## config.mk

```make
export PLATFORM = sky130hd
export DESIGN_NAME = draw_character
export DESIGN_NICKNAME = d
export VERILOG_FILES = /design/src/rtl/draw_character.sv
export SDC_FILE = /design/constraint.sdc
export NUM_CORES = 1
export LEC_CHECK = 0
export ABC_AREA = 1
export ABC_CLOCK_PERIOD_IN_PS = 2900
export BUFFER_PORTS_ARGS = -buffer_cell sky130_fd_sc_hd__buf_2
export CORE_MARGIN = 3
export CORE_UTILIZATION = 35
export DETAILED_ROUTE_END_ITERATION = 8
export HOLD_SLACK_MARGIN = 0.15
export PLACE_DENSITY = 0.58
export SLEW_MARGIN = 40
export SYNTH_ARGS = -nofsm -noshare
export SYNTH_HDL_FRONTEND = slang
export SYNTH_SLANG_ARGS = --single-unit
```

## constraint.sdc

```tcl
create_clock -name Clock -period 2.9 [get_ports Clock]
set_input_delay 0.29 -clock Clock [delete_from_list [all_inputs] [get_ports Clock]]
set_output_delay 0.29 -clock Clock [all_outputs]
set_load 0.05 [all_outputs]
```

## src/rtl/draw_character.sv

```systemverilog
// ---------------------------------------------------------------------------
// draw_character
//
// Scans a 9x5 character bitmap (SPRITE) out to a VGA adapter, one pixel per
// clock, row-major, at one of four fixed screen positions.
//
// Parameters:
//   SPRITE      45-bit bitmap, bit index = row*9 + col, bit 0 = top-left
//   CHAR_COLOR  colour of pixels whose sprite bit is 1
//   BG_COLOR    colour of pixels whose sprite bit is 0
//
// Ports:
//   Clock        in   rising-edge clock
//   Reset        in   asynchronous active-low reset
//   Start        in   draw request, honoured only while idle
//   NextState    in   [3:0] position code (0..3 valid, 4..15 invalid)
//   XOut         out  [7:0] pixel x coordinate (registered)
//   YOut         out  [6:0] pixel y coordinate (registered)
//   Color        out  [2:0] pixel colour (registered)
//   Plot         out  pixel write strobe (registered)
//   Busy         out  high whenever the FSM is not idle
//   DoneDrawing  out  one-cycle completion pulse
//
// Build option:
//   DRAW_CHARACTER_TRANSPARENT_EN  when defined, background pixels are not
//   plotted (Plot=0 where the sprite bit is 0); the scan still takes 45
//   cycles so completion timing is identical in both builds.
// ---------------------------------------------------------------------------
module draw_character #(
    parameter logic [44:0] SPRITE     = 45'h0_0000_0000,
    parameter logic [2:0]  CHAR_COLOR = 3'b100,
    parameter logic [2:0]  BG_COLOR   = 3'b111
) (
    input  logic       Clock,
    input  logic       Reset,
    input  logic       Start,
    input  logic [3:0] NextState,
    output logic [7:0] XOut,
    output logic [6:0] YOut,
    output logic [2:0] Color,
    output logic       Plot,
    output logic       Busy,
    output logic       DoneDrawing
);

    typedef enum logic [1:0] {
        IDLE = 2'd0,
        DRAW = 2'd1,
        DONE = 2'd2
    } state_t;

    localparam logic [6:0] BASE_Y = 7'd102;
    localparam logic [3:0] LAST_COL = 4'd8;
    localparam logic [2:0] LAST_ROW = 3'd4;

    state_t      state_reg, state_next;
    logic [1:0]  code_reg, code_next;
    logic [3:0]  col_reg, col_next;
    logic [2:0]  row_reg, row_next;
    logic [5:0]  idx_reg, idx_next;
    logic [7:0]  x_reg, x_next;
    logic [6:0]  y_reg, y_next;
    logic [2:0]  color_reg, color_next;
    logic        plot_reg, plot_next;
    logic        done_reg, done_next;

    logic [44:0] sprite_vec;
    assign sprite_vec = SPRITE;

    function automatic logic [7:0] base_x(input logic [1:0] code);
        logic [7:0] bx;
        case (code)
            2'd0:    bx = 8'd6;
            2'd1:    bx = 8'd24;
            2'd2:    bx = 8'd78;
            default: bx = 8'd132;
        endcase
        return bx;
    endfunction

    // Position of the pixel following the current one in row-major order.
    logic [3:0] adv_col;
    logic [2:0] adv_row;
    logic [5:0] adv_idx;
    logic       at_last;

    always_comb begin
        at_last = (col_reg == LAST_COL) && (row_reg == LAST_ROW);
        adv_idx = idx_reg + 6'd1;
        if (col_reg == LAST_COL) begin
            adv_col = 4'd0;
            adv_row = row_reg + 3'd1;
        end else begin
            adv_col = col_reg + 4'd1;
            adv_row = row_reg;
        end
    end

    // Next-state and output logic. Whenever a pixel is to be presented at the
    // coming edge, 'load' is set and tgt_* name that pixel.
    logic       load;
    logic [1:0] tgt_code;
    logic [3:0] tgt_col;
    logic [2:0] tgt_row;
    logic [5:0] tgt_idx;
    logic       pix_bit;

    always_comb begin
        state_next = state_reg;
        code_next  = code_reg;
        col_next   = col_reg;
        row_next   = row_reg;
        idx_next   = idx_reg;
        x_next     = x_reg;
        y_next     = y_reg;
        color_next = color_reg;
        plot_next  = 1'b0;
        done_next  = 1'b0;
        load       = 1'b0;
        tgt_code   = code_reg;
        tgt_col    = 4'd0;
        tgt_row    = 3'd0;
        tgt_idx    = 6'd0;
        pix_bit    = 1'b0;

        case (state_reg)
            IDLE: begin
                if (Start) begin
                    if (NextState[3:2] == 2'b00) begin
                        state_next = DRAW;
                        code_next  = NextState[1:0];
                        col_next   = 4'd0;
                        row_next   = 3'd0;
                        idx_next   = 6'd0;
                        load       = 1'b1;
                        tgt_code   = NextState[1:0];
                    end else begin
                        // Invalid position: skip the scan entirely.
                        state_next = DONE;
                        done_next  = 1'b1;
                    end
                end
            end
            DRAW: begin
                if (at_last) begin
                    state_next = DONE;
                    done_next  = 1'b1;
                end else begin
                    col_next = adv_col;
                    row_next = adv_row;
                    idx_next = adv_idx;
                    load     = 1'b1;
                    tgt_col  = adv_col;
                    tgt_row  = adv_row;
                    tgt_idx  = adv_idx;
                end
            end
            DONE: begin
                state_next = IDLE;
            end
            default: begin
                state_next = IDLE;
            end
        endcase

        if (load) begin
            pix_bit = sprite_vec[tgt_idx];
            x_next  = base_x(tgt_code) + {4'b0000, tgt_col};
            y_next  = BASE_Y + {4'b0000, tgt_row};
`ifdef DRAW_CHARACTER_TRANSPARENT_EN
            plot_next  = pix_bit;
            color_next = CHAR_COLOR;
`else
            plot_next  = 1'b1;
            color_next = pix_bit ? CHAR_COLOR : BG_COLOR;
`endif
        end
    end

    always_ff @(posedge Clock or negedge Reset) begin
        if (!Reset) begin
            state_reg <= IDLE;
            code_reg  <= 2'd0;
            col_reg   <= 4'd0;
            row_reg   <= 3'd0;
            idx_reg   <= 6'd0;
            x_reg     <= 8'd0;
            y_reg     <= 7'd0;
            color_reg <= 3'd0;
            plot_reg  <= 1'b0;
            done_reg  <= 1'b0;
        end else begin
            state_reg <= state_next;
            code_reg  <= code_next;
            col_reg   <= col_next;
            row_reg   <= row_next;
            idx_reg   <= idx_next;
            x_reg     <= x_next;
            y_reg     <= y_next;
            color_reg <= color_next;
            plot_reg  <= plot_next;
            done_reg  <= done_next;
        end
    end

    assign XOut        = x_reg;
    assign YOut        = y_reg;
    assign Color       = color_reg;
    assign Plot        = plot_reg;
    assign Busy        = (state_reg != IDLE);
    assign DoneDrawing = done_reg;

endmodule

```

==> impl_metrics.csv <==
group,metric,value,unit
run_status,status,"finished, final reports clean",
power,p_switching,900,uW
worst_setup_path,end_kind,"register",
placed_design,dp_hpwl,1.94,mm
worst_setup_path,worstPathRequired,3070,ps
worst_setup_path,cp.arrival,2630,ps
die,core.rowCount,22,
clock_network,postCtsSetupBuffers,0,
sta,fin_crit_sh,0.849,
clock_network,cts_tree,"yes",
synthesis,yosys_warnings,0,
layout,drive_above_1_share,0.178,
layout,syn2layout_area_growth,14.0,%
worst_setup_path,cp_slowest_stage_delay,410,ps
power,clkPwrFrac,0.133,
layout,register_area,651,um2
route,wl,2.56,mm
sta,finalHoldViolCount,0,
hold_path,min_path_type,"in -> reg",
layout,finalNetCount,223,
layout,fill_cells,406,
synthesis,seq_area_frac_synth,0.454,
sta,maxSlewHeadroom,0.615,
worst_setup_path,r2r_slack,440,ps
synthesis,synth_area_leaders,"dfrtp_1 (45%), nand2_1 (18%), ha_1 (10%)",
layout,multi_input_area,628,um2
sta,final-max-slew-violation-count,0,
die,core-area,3800,um2
worst_setup_path,worstSetupPathType,"reg -> reg",
clock_network,path_clk_slew,90,ps
worst_setup_path,cp_max_fo,6,
power,internal-power,874,uW
synthesis,synth_largest_area_cell,"dfrtp_1",
synthesis,synth_edf_count,0,
clock_network,numCtsBuffers,3,
synthesis,synth_top_area_frac,0.454,
synthesis,ys_ff_latch,26,
global_routing,grt_pass1_vias,1112,
layout,largest_reg_flops,8,
worst_setup_path,worstPathCellList,"nor2_1 > nand3_1 > nand2_1 > inv_1 > nor2_1 > ha_1 > nor2_1 > ha_1 > fa_1 > xor2_1 > nand2_1 > nand2_1",
clock_network,clock-sinks,26,
sta,fin_tns_setup,0,ps
global_routing,gr-usage-all-layers,0.120,
synthesis,syn_nets,198,
placed_design,portBuffers,26,
sta,worstMarginPinSlew,578,ps
power,peakVddDrop,0.000392,V
flow_run,maxCapViolCount,0,
sta,post-route-min-period,2460,ps
global_routing,antenna_found_initial,0,
synthesis,ys_types,23,
die,io_pins,28,
clock_network,h-tree-depth,1,
route,route.detailed.wl_per_inst,10.3,um
sta,setup_viol_count_final,0,
synthesis,synth_ff_type,"dfrtp_1",
synthesis,synthCells,178,
power,seq_power_share,0.329,
synthesis,mappedNetlistArea,1430,um2
sta,holdWs,334,ps
global_routing,grt_max_degree,27,
die,initial_utilization,0.377,
route,dr.pass1.iters,4,
layout,antenna_cells,0,
sta,fin_ws,437,ps
route,num_vias,1092,
power,switching_share,0.507,
synthesis,avgSynthCellArea,8.06,um2
clock_network,postCtsHoldBufs,1,
power,combPwrFrac,0.538,
clock_network,insertion_delay,270,ps
clock_network,cts_buffer_depth,2,
route,avgViaCountPerCell,4.37,
power,p_leak,0.000974,uW
sta,rsz0062_at_grt,"false",
clock_network,postCtsResizedCells,0,
placed_design,post-place-ws,421,ps
power,power_density,1080,nW/um2
die,die-area,4900,um2
worst_setup_path,slowest_stage,"dfrtp_1",
die,die_w,70.0,um
route,ant_nets,0,
clock_network,root_buffer,"clkbuf_8",
route,drt_iter0_drc,28,
die,die_h,70.0,um
synthesis,async_flop_share,1.00,
layout,final_core_util,0.431,
worst_setup_path,start_kind,"register",
placed_design,gp_congestion,0.757,
global_routing,grt-ovfl-total,0,
global_routing,grt_pass1_wl,4.86,mm
route,drcViolationCount,0,
sta,fmax,406,MHz
sta,finClkSkew,1.72,ps
power,p_total,1770,uW
==> final timing paths <==
kind / from / end / cells past startpoint
setup / recovery: state_reg[1] / XOut[3] / 12
hold / removal: Start / DoneDrawing / 3
setup reg to reg: state_reg[1] / XOut[3] / 12
hold reg to reg: XOut[0] / XOut[0] / 2
max in group asynchronous: Reset / code_reg[1] / 2
min in group asynchronous: Reset / row_reg[2] / 2
==> synth_stat cells (2+ instances only) <==
cell      n
a21oi_1   2
buf_4     5
dfrtp_1  26
ha_1     12
inv_1    25
inv_2     2
nand2_1  69
nand3_1  10
nor2_1    9
o21ai_0   3
o21ai_1   2
xor2_1    2
==> metrics by stage <==
stage,instance area [um2],std cells
2_1_floorplan,1430,178
3_3_place_gp,1570,245
3_5_place_dp,1570,245
4_1_cts,1640,250
5_1_grt,1640,250
6_report,1640,250
==> worst max-delay path: cells and delay by family, from the launching register on <==
family        cells  cell delay, ps
simple gates      7             910
xor+xnor          1             160
buf+inv           1              40
flops             1             410
fa+ha+maj         3             870
==> power by group through the flow <==
| stage | logic, uW | registers, uW | clock network (uW) |
|---|---|---|---|
| after global routing | 1080 | 610 | 258 |
| after global placement | 958 | 594 | 0 |
| after CTS | 971 | 588 | 249 |
| after floorplan | 498 | 856 | 0 |
| after detailed placement | 966 | 592 | 0 |
| final | 954 | 584 | 236 |
==> layout make-up <==
cell class              count  area share
flip-flops and latches     26       0.398
multi-input cells         118       0.384
repair buffers             27      0.0857
inverters                  27      0.0620
well taps                  48      0.0367
clock buffers               4      0.0337
==> logic make-up after synthesis <==
group / Yosys count / synth area share
and+or+nand+nor: 95 / 0.280
buffers and inverters: 34 / 0.108
DFF: 26 / 0.454
adders and majority gates: 13 / 0.119
AOI/OAI and AO/OA: 7 / 0.0244
xor gates and xnor gates: 2 / 0.0122
other: 1 / 0.00262
==> per-layer routing <==
metal  vias to the layer above  GRT usage  routed length (um)
met1                       490      0.162                1320
met2                        21      0.192                1100
li1                        579          -                   -
met4                         0     0.0255                  17
met5                         -          0                   0
met3                         2     0.0331                 131
==> cell usage in the layout, fill, tap and decap left out, drive strengths merged <==
| cell | count |
|---|---|
| nand4 | 1 |
| nand3b | 1 |
| fa | 1 |
| inv | 27 |
| nand2 | 70 |
| xor2 | 2 |
| or2 | 1 |
| o21ai | 5 |
| conb | 1 |
| buf | 26 |
| a21oi | 2 |
| dlygate4sd3 | 1 |
| nand3 | 11 |
| clkbuf | 4 |
| nor2 | 11 |
| ha | 12 |
| dfrtp | 26 |
(Power assumes the default switching activity.)
